File: src/rtl/sram_fifo_fwft_adapter.sv
// First-word-fall-through adapter for a BRAM FIFO with one-cycle registered read data.
// Keeps reads in flight and parks returned words in a 2-entry buffer in front of the consumer.
module sram_fifo_fwft_adapter #(
    parameter int DATA_WIDTH = 32,
    parameter int BUF_DEPTH  = 2
) (
    input  logic                  clk_i,
    input  logic                  rst_ni,
    input  logic                  flush_i,
    input  logic                  fifo_ready_i,
    input  logic                  fifo_empty_i,
    output logic                  fifo_rden_o,
    input  logic [DATA_WIDTH-1:0] fifo_data_i,
    output logic [DATA_WIDTH-1:0] data_o,
    output logic                  valid_o,
    input  logic                  ready_i,
    output logic [1:0]            count_o
);

    if (BUF_DEPTH != 2) begin : g_bad_depth
        $error("sram_fifo_fwft_adapter: BUF_DEPTH must be 2");
    end

    logic [1:0]            occ_q;
    logic                  inflight_q;
    logic [DATA_WIDTH-1:0] buf_q [2];

    logic       pop;
    logic       capture;
    logic       wr_idx;
    logic [2:0] pending;

    // Handshake: a word transfers on every rising edge where valid_o and ready_i are both high;
    // valid_o/data_o never change while valid_o is high and ready_i is low (except on flush/reset).
    assign valid_o = (occ_q != 2'd0);
    assign data_o  = buf_q[0];
    assign count_o = occ_q;
    assign pop     = valid_o & ready_i;
    assign capture = inflight_q;

    // A capture only happens with occ_q <= 1, so the write slot (occ_q - pop) is 0 or 1.
    assign wr_idx  = (occ_q == 2'd1) & ~pop;

    // Words that will sit in the buffer after this edge if no new read is issued.
    assign pending = {1'b0, occ_q} + {2'b00, inflight_q} - {2'b00, pop};

    assign fifo_rden_o = fifo_ready_i & ~fifo_empty_i & ~flush_i & (pending < 3'd2);

    always_ff @(posedge clk_i or negedge rst_ni) begin
        if (!rst_ni) begin
            occ_q      <= 2'd0;
            inflight_q <= 1'b0;
            buf_q[0]   <= '0;
            buf_q[1]   <= '0;
        end else if (flush_i) begin
            occ_q      <= 2'd0;
            inflight_q <= 1'b0;
        end else begin
            if (pop) begin
                buf_q[0] <= buf_q[1];
            end
            // Issued after the shift so a same-cycle capture into slot 0 wins.
            if (capture) begin
                buf_q[wr_idx] <= fifo_data_i;
            end
            occ_q      <= occ_q + {1'b0, capture} - {1'b0, pop};
            inflight_q <= fifo_rden_o;
        end
    end

    a_no_overflow : assert property (
        @(posedge clk_i) disable iff (!rst_ni)
        ({1'b0, occ_q} + {2'b00, inflight_q}) <= 3'd2
    ) else $error("sram_fifo_fwft_adapter: occupancy plus in-flight read exceeds 2");

endmodule

File: config.mk
export PLATFORM = sky130hd
export DESIGN_NAME = sram_fifo_fwft_adapter
export DESIGN_NICKNAME = d
export VERILOG_FILES = /design/src/rtl/sram_fifo_fwft_adapter.sv
export SDC_FILE = /design/constraint.sdc
export NUM_CORES = 1
export LEC_CHECK = 0
export CORE_ASPECT_RATIO = 1.1
export CORE_MARGIN = 4
export CORE_UTILIZATION = 46
export DETAILED_ROUTE_END_ITERATION = 7
export PLACE_DENSITY_LB_ADDON = 0.05
export SLEW_MARGIN = 15
export SYNTH_ARGS = -nofsm -noshare
export SYNTH_HDL_FRONTEND = slang
export SYNTH_SLANG_ARGS = --single-unit
File: constraint.sdc
create_clock -name clk_i -period 2.5 [get_ports clk_i]
set_input_delay 0.25 -clock clk_i [delete_from_list [all_inputs] [get_ports clk_i]]
set_output_delay 0.25 -clock clk_i [all_outputs]
set_load 0.05 [all_outputs]
==> results.toml, run 1 <==
[clock_tree]
clk_latency_ns = 0.33
cts_tree = "done"
cts_buffer_depth = 2
cts_root_buf = "clkbuf_8"
clk_pin_slew_worst_paths_ns = 0.07
cts_buffers = 9
clkSinkCount = 67
htree_levels = 3

[min_path]
hold_class = "primary input to async pin"

[timing]
finalCriticalPeriod_ns = 2.488
setup_viol = 0
hold_ws_ns = 0.4493
fin_crit_sh_pct = 99.50
drv_slew = 0
skew_ns = 0.005412
hold_viol_final = 0
worst_pin_slew_ns = 0.6903
fmax_mhz = 402.0
finalSetupTns_ns = 0
fin_ws_ns = 0.01245
grt_setup_unrepaired = "yes"
relSlewSlack_pct = 53.98

[floorplanning]
chipHeight_um = 93.86
design.die.area_um2 = 8077
rows = 31
ioPinCount = 74
die_x_um = 86.06
start_util_pct = 47.03
core_um2 = 6555

[placed_design]
gp_congestion = 0.7332
io_buffers = 73
place_ws_ns = 0.02605
dp_hpwl_mm = 3.982
placedInstanceArea_um2 = 3725

[worst_setup_path]
reg2reg_depth = 7
crit_path_end_kind = "output pin"
crit_type = "flip-flop to output pin"
crit_path_max_fanout = 2
cp.arrival_ns = 2.24
reg2reg_slack_ns = 0.43
setup.worst_path.start_class = "flip-flop"
worstReg2RegStart = "count_o[1]"
required_ns = 2.25

[grt]
antenna_found_initial = 0
grt_pass1_wl_mm = 10.54
overflow = 0
grtUsageTotal_pct = 16.95
grt_max_degree = 68
grt_pass1_vias = 2072

[synthesis]
ys_seq_area_share_pct = 54.38
synth_warnings = 0
netlist_instances = 231
syn_nets = 271
synth_area_per_cell_um2 = 13.35
ys_ff_latch = 67
yosysTopAreaCell = "dfrtp_1"
yosysTopAreaCellShare_pct = 54.38
ys_types = 24
synth_area_leaders = "dfrtp_1, mux2_2, a221o_1, buf_4, and3_2"
synthesis.area_um2 = 3083

[drt]
num_vias = 2027
ant_nets = 0
via_per_inst = 5.434
wirelength_mm = 6.476
drc_errors = 0
wl_per_cell_um = 17.36
drt_iter0_drc = 79
drt_pass1_iterations = 4

[finish]
final_cell_mix = "clkdlybuf4s50_1, dfrtp_1, mux2_2, and3_2, a221o_1"
area_delta_synth_final_pct = 30.32
drive_gt1_share_pct = 38.49
design_area_um2 = 4018
diodes = 0
final_common_cell = "clkdlybuf4s50_1"
nets = 326

[power]
ir_worst_vdd_uv = 713.2
power_density_nw_per_um2 = 1162
leakagePower_nw = 1.918

[outcome]
status = "finished, final reports clean"

[flow_run]
drv_cap = 0
-- stage by stage --
stage	util, %	power (W)	instances
finish	61.29	0.004668	373
global route	61.29	0.004902	373
CTS	61.14	0.004712	373
detailed placement	56.82	0.003750	349
global placement	56.82	0.003723	349
floorplan	-	0.003342	231
-- where the power goes --
part	total, W	leakage, nW	internal, W	switching, W
clock network	0.000874	0.0991	0.000483	0.000391
logic	0.00212	0.922	0.000877	0.00125
registers	0.00167	0.898	0.00146	0.000214
total	0.00467	1.92	0.00282	0.00185
-- layout make-up --
type	instances	area, um^2
Clock buffer	11	141.4
Clock inverter	5	52.55
Fill cell	538	2537
Inverter	2	7.507
Multi-Input combinational cell	115	1132
Sequential cell	67	1679
Tap cell	82	102.6
Timing Repair Buffer	91	902.1
-- routing by layer --
metal / up-vias / track usage (%) / part of all wire (%)
li1: 942 / - / -
met1: 1023 / 22.34 / 44
met2: 54 / 27.70 / 50
met3: 8 / 3.421 / 4.5
met4: 0 / 5.937 / 1.3
met5: - / 0 / 0
-- cell families (layout without fill, tap and decap cells) --
logic type	count (synthesis)	after routing	synth area share [%]
compound gates	34	34	11.04
xor+xnor	1	1	0.2841
fa+ha+maj	2	2	1.055
buf+inv	49	109	11.08
flops	67	67	54.38
mux	32	32	11.69
simple gates	46	46	10.47
-- worst max path at each step --
stage,depth (start not counted),slack (ns),startpoint,to
after detailed placement,8,0.03,ready_i,fifo_rden_o
after global routing,8,-0.09,count_o[0],fifo_rden_o
final,8,0.01,count_o[0],fifo_rden_o
after floorplan,6,-0.20,count_o[0],fifo_rden_o
after CTS,7,-0.003,count_o[1],fifo_rden_o
after global placement,8,0.04,ready_i,fifo_rden_o
-- critical path, stage by stage, from the launching register on --
cell and delay, ns:
dfrtp_2 0.42, buf_6 0.12, o21ai_4 0.15, nand2_2 0.07, nand2_2 0.07, ha_4 0.12
fa_2 0.46, nor4_4 0.32, buf_12 0.18
-- Yosys cell counts --
library cell  number
buf_4             35
fa_1               1
nor3_1             1
nand2b_1           1
or2_2              1
a221o_2            1
nand3_1            2
and2b_1            1
buf_2              3
nor2b_1            2
nor2_1             1
clkbuf_1           6
xnor2_1            1
or3b_4             1
nand2_1            2
o21ai_2            1
mux2_2            32
buf_6              3
dfrtp_1           67
and3_2            32
a221o_1           32
nor4_1             2
ha_1               1
inv_1              2
-- repair_timing --
action / 4_1_cts / 5_1_grt
endpoints found under the hold margin: 67 / 0
setup endpoints to repair: 1 / 1
setup buffers: 7 / 0
resized for setup: 5 / 2
hold buffers: 1 / 0
pin swaps: 6 / 0
Power figures use the tool's default switching activity.
==> inputs of run 2 (changes only) <==
--- a/config.mk
+++ b/config.mk
@@ -6,9 +6,10 @@
 export NUM_CORES = 1
 export LEC_CHECK = 0
 export CORE_ASPECT_RATIO = 1.1
-export CORE_MARGIN = 4
+export CORE_MARGIN = 2
 export CORE_UTILIZATION = 46
 export DETAILED_ROUTE_END_ITERATION = 7
+export DONT_BUFFER_PORTS = 1
 export PLACE_DENSITY_LB_ADDON = 0.05
 export SLEW_MARGIN = 15
 export SYNTH_ARGS = -nofsm -noshare
==> results.toml, run 2 (same netlist as run 1, synthesis figures left out) <==
[floorplanning]
core_um2 = 6555
start_util_pct = 47.03
chipHeight_um = 89.86
design.die.area_um2 = 7373
die_x_um = 82.06
rows = 31
ioPinCount = 74

[power]
power_density_nw_per_um2 = 1293
sw_frac_of_total_pct = 42.24
leakagePower_nw = 1.647
p_total_w = 0.004249
p_switching_w = 0.001795
ir_worst_vdd_uv = 641.6
comb_power_share_pct = 19.5
intPower_w = 0.002454
clockPowerShare_pct = 22.5
seqPwrFrac_pct = 58.0

[timing]
finalCriticalPeriod_ns = 2.526
setup_viol = 1
finalSetupTns_ns = -0.02595
relSlewSlack_pct = 51.24
fin_crit_sh_pct = 101.0
skew_ns = 0.007989
fmax_mhz = 395.9
grt_setup_unrepaired = "yes"
fin_ws_ns = -0.02595
drv_slew = 0
worst_pin_slew_ns = 0.7314
hold_viol_final = 0

[grt]
grtUsageTotal_pct = 18.58
grt_pass1_wl_mm = 10.27
grt_pass1_vias = 2046
overflow = 0
antenna_found_initial = 0
grt_max_degree = 68

[worst_setup_path]
crit_path_max_fanout = 3
cp.arrival_ns = 2.28
crit_type = "flip-flop to output pin"
setup.worst_path.start_class = "flip-flop"
worstReg2RegStart = "count_o[1]"
required_ns = 2.25
crit_path_end_kind = "output pin"
crit_start = "count_o[1]"

[drt]
wl_per_cell_um = 21.37
wirelength_mm = 6.432
via_per_inst = 6.000
drt_iter0_drc = 75
drc_errors = 0
drt_pass1_iterations = 4
num_vias = 1806
ant_nets = 0

[placed_design]
dp.cells = 275
io_buffers = 0
dp_hpwl_mm = 4.013
placedInstanceArea_um2 = 2969
gp_congestion = 0.6721

[clock_tree]
clkSinkCount = 67
cts_buffers = 9
clk_pin_slew_worst_paths_ns = 0.08
cts_buffer_depth = 2
htree_levels = 3
cts_tree = "done"
cts_root_buf = "clkbuf_8"
clk_latency_ns = 0.33

[finish]
design_area_um2 = 3286
final_cell_mix = "dfrtp_1, mux2_2, and3_2, a221o_1, buf_4"
diodes = 0
finalNonFillerCells = 301
area_delta_synth_final_pct = 6.575
drive_gt1_share_pct = 47.95
nets = 254
fin_util_pct = 50.12
final_common_cell = "dfrtp_1"

[min_path]
min-delay-start = "fifo_data_i[22]"
hold_class = "primary input to flip-flop"

[flow_run]
drv_cap = 0

[outcome]
violations = "negative setup slack"
status = "complete, but fails checks"
## run 2: power by group through the flow
stage / Combinational [W] / Clock (W) / Sequential [W]
5_1_grt: 0.000898 / 0.00103 / 0.00251
6_report: 0.000829 / 0.000954 / 0.00247
2_1_floorplan: 0.00168 / 0 / 0.00166
4_1_cts: 0.000840 / 0.000985 / 0.00247
3_5_place_dp: 0.000737 / 0 / 0.00250
3_3_place_gp: 0.000688 / 0 / 0.00248
## run 2: final timing paths
path | endpoint | slack (ns) | depth (start not counted)
setup / recovery | fifo_rden_o | -0.03 | 7
hold / removal | flip-flop | 0.06 | 1
setup reg to reg | count_o[1] | 0.08 | 8
hold reg to reg | data_o[25] | 0.51 | 1
max in group asynchronous | count_o[0] | 1.75 | 2
min in group asynchronous | data_o[23] | 0.44 | 2
## run 2: layer usage
| metal | GRT usage [%] | vias up | part of all wire, % |
|---|---|---|---|
| met5 | 0 | - | 0 |
| met4 | 9.167 | 0 | 2.9 |
| met3 | 5.622 | 18 | 6.6 |
| met2 | 31.03 | 58 | 51 |
| met1 | 21.04 | 934 | 40 |
| li1 | - | 796 | - |
## run 2: worst max-delay path: stages (launching register included)
cell and delay, ns:
dfrtp_2 0.42, or2_4 0.26, nand3_2 0.08, nand2_1 0.06, ha_2 0.17, fa_2 0.45, nor4_4 0.33, buf_12 0.18
## run 2: final cells by class
class	instances	area [um^2]
fillers	585	3269
well taps	82	102.6
clock inverters	5	77.57
flip-flops and latches	67	1679
inverters	2	7.507
repair buffers	19	185.2
clock buffers	11	131.4
multi-input cells	115	1102
## run 2: through the flow
step | worst slack [ns] | hold WS, ns
6_report | -0.02595 | 0.06227
5_1_grt | -0.1026 | 0.04034
4_1_cts | -0.05605 | -0.01473
3_5_place_dp | 0.1421 | -0.04409
3_3_place_gp | 0.2002 | -0.04415
2_1_floorplan | -0.2049 | -0.04559
## run 2: what timing repair did
action	4_1_cts	5_1_grt
hold endpoints to repair	70	1
hold buffers	4	1
pin swaps	4	2
endpoints found under the setup margin	1	2
setup buffers	5	0
cloned	0	0
resized for setup	1	0
==> inputs of run 3 (changes only) <==
--- a/config.mk
+++ b/config.mk
@@ -10,6 +10,7 @@
 export CORE_UTILIZATION = 46
 export DETAILED_ROUTE_END_ITERATION = 7
 export DONT_BUFFER_PORTS = 1
+export GPL_ROUTABILITY_DRIVEN = 0
 export PLACE_DENSITY_LB_ADDON = 0.05
 export SLEW_MARGIN = 15
 export SYNTH_ARGS = -nofsm -noshare
==> constraint.sdc (replaced) <==
create_clock -name clk_i -period 2.6 [get_ports clk_i]
set_input_delay 0.26 -clock clk_i [delete_from_list [all_inputs] [get_ports clk_i]]
set_output_delay 0.26 -clock clk_i [all_outputs]
set_load 0.05 [all_outputs]
==> results.toml, run 3 (same netlist as run 1, synthesis figures left out) <==
[drt]
ant_nets = 0
num_vias = 1804
drc_errors = 0
drt_iter0_drc = 54
drt_pass1_iterations = 4
via_per_inst = 6.095
wirelength_mm = 6.461
wl_per_cell_um = 21.83

[clock_tree]
cts_tree = "done"
clk_latency_ns = 0.34
cts_root_buf = "clkbuf_8"
clk_pin_slew_worst_paths_ns = 0.07
htree_levels = 3
clkSinkCount = 67
cts_buffer_depth = 2
cts_buffers = 9

[placed_design]
io_buffers = 0
place_ws_ns = 0.2374
dp_hpwl_mm = 3.989
dp.cells = 275

[floorplanning]
chipHeight_um = 89.86
core_um2 = 6555
die_x_um = 82.06
rows = 31
start_util_pct = 47.03
design.die.area_um2 = 7373
ioPinCount = 74

[worst_setup_path]
reg2reg_depth = 5
reg2reg_slack_ns = 0.64
crit_type = "flip-flop to output pin"
crit_path_end_kind = "output pin"
crit_path_max_fanout = 3
path_cells = "or2_4, nand3_2, nand2_1, ha_2, fa_2, nor4_4, buf_12"
critical-path-slowest-cell = "fa_2"
setup.worst_path.start_class = "flip-flop"
crit_path_max_incr_delay_ns = 0.48
cp.arrival_ns = 2.31
required_ns = 2.34

[finish]
fin_util_pct = 49.48
finalNonFillerCells = 296
drive_gt1_share_pct = 47.66
diodes = 0
area_delta_synth_final_pct = 5.195
final_cell_mix = "dfrtp_1, mux2_2, and3_2, a221o_1, buf_4"
multi_input_area_um2 = 1102
nFillCells = 578
seq_area_um2 = 1679
nets = 249
final_common_cell = "dfrtp_1"

[timing]
fin_crit_sh_pct = 98.80
hold_viol_final = 0
grt_setup_unrepaired = "yes"
worst_pin_slew_ns = 0.7406
fin_ws_ns = 0.03111
drv_slew = 0
skew_ns = 0.008349
fmax_mhz = 389.3
setup_viol = 0
finalCriticalPeriod_ns = 2.569
relSlewSlack_pct = 50.63

[grt]
grt_pass1_vias = 2073
antenna_found_initial = 0
grtUsageTotal_pct = 18.87
grt_max_degree = 68
grt_pass1_wl_mm = 10.34
overflow = 0

[flow_run]
drv_cap = 0

[power]
ir_worst_vdd_uv = 538.6
power_density_nw_per_um2 = 1249
leakagePower_nw = 1.619
p_total_w = 0.004052

[outcome]
status = "finished, final reports clean"

[min_path]
hold_class = "primary input to flip-flop"
worst_hold_path.num_cells = 1
==> run 3: cell count changes in the layout (fill, tap and decap cells not counted) <==
cell	delta
dlygate4sd3_1	-2
buf_4	-3
==> run 3: power breakdown <==
| group | switching [W] | internal, W |
|---|---|---|
| clock | 0.000388 | 0.000538 |
| sequential | 0.000987 | 0.00139 |
| combinational | 0.000352 | 0.000403 |
| total | 0.00173 | 0.00233 |
==> run 3: final cells by class <==
type / instances / area share [%]
sequential: 67 / 51.77
multi-input combinational: 115 / 33.99
timing repair buffer: 14 / 4.398
clock buffer: 11 / 4.051
tap: 82 / 3.164
clock inverter: 5 / 2.392
inverter: 2 / 0.2315
==> run 3: repair_timing <==
item                       CTS  global route
hold endpoints to repair    70             0
setup endpoints to repair    1             1
hold buffers                 3             0
pin swaps                    2             0
buffers inserted             2             0
gates resized for setup      1             0
==> run 3: critical path: cells and delay by family (launching register included) <==
kind | cells | cell delay, ns
simple gates | 4 | 0.71
fa+ha+maj | 2 | 0.66
flops | 1 | 0.42
buf+inv | 1 | 0.18
==> run 3: per-stage QoR <==
stage / cell area, um^2 / setup TNS (ns) / hold WS [ns]
finish: 3243 / 0 / 0.06558
global route: 3243 / -0.05647 / 0.04825
CTS: 3243 / 0 / 0.05405
detailed placement: 2969 / 0 / -0.03410
global placement: 2969 / 0 / -0.03415
floorplan: 3110 / -0.1149 / -0.03559
==> run 3: layer usage <==
layer	routed length (um)	GRT usage (%)	up-vias
met4	160	9.306	0
met3	423	6.024	16
met2	3374	31.23	66
met5	0	0	-
li1	-	-	785
met1	2502	21.43	937
==> run 3: final timing paths <==
path | startpoint | endpoint
setup / recovery | count_o[0] | fifo_rden_o
hold / removal | fifo_data_i[3] | flip-flop
setup reg to reg | count_o[1] | data_o[10]
hold reg to reg | flip-flop | data_o[26]
max in group asynchronous | rst_ni | count_o[0]
min in group asynchronous | rst_ni | async pin
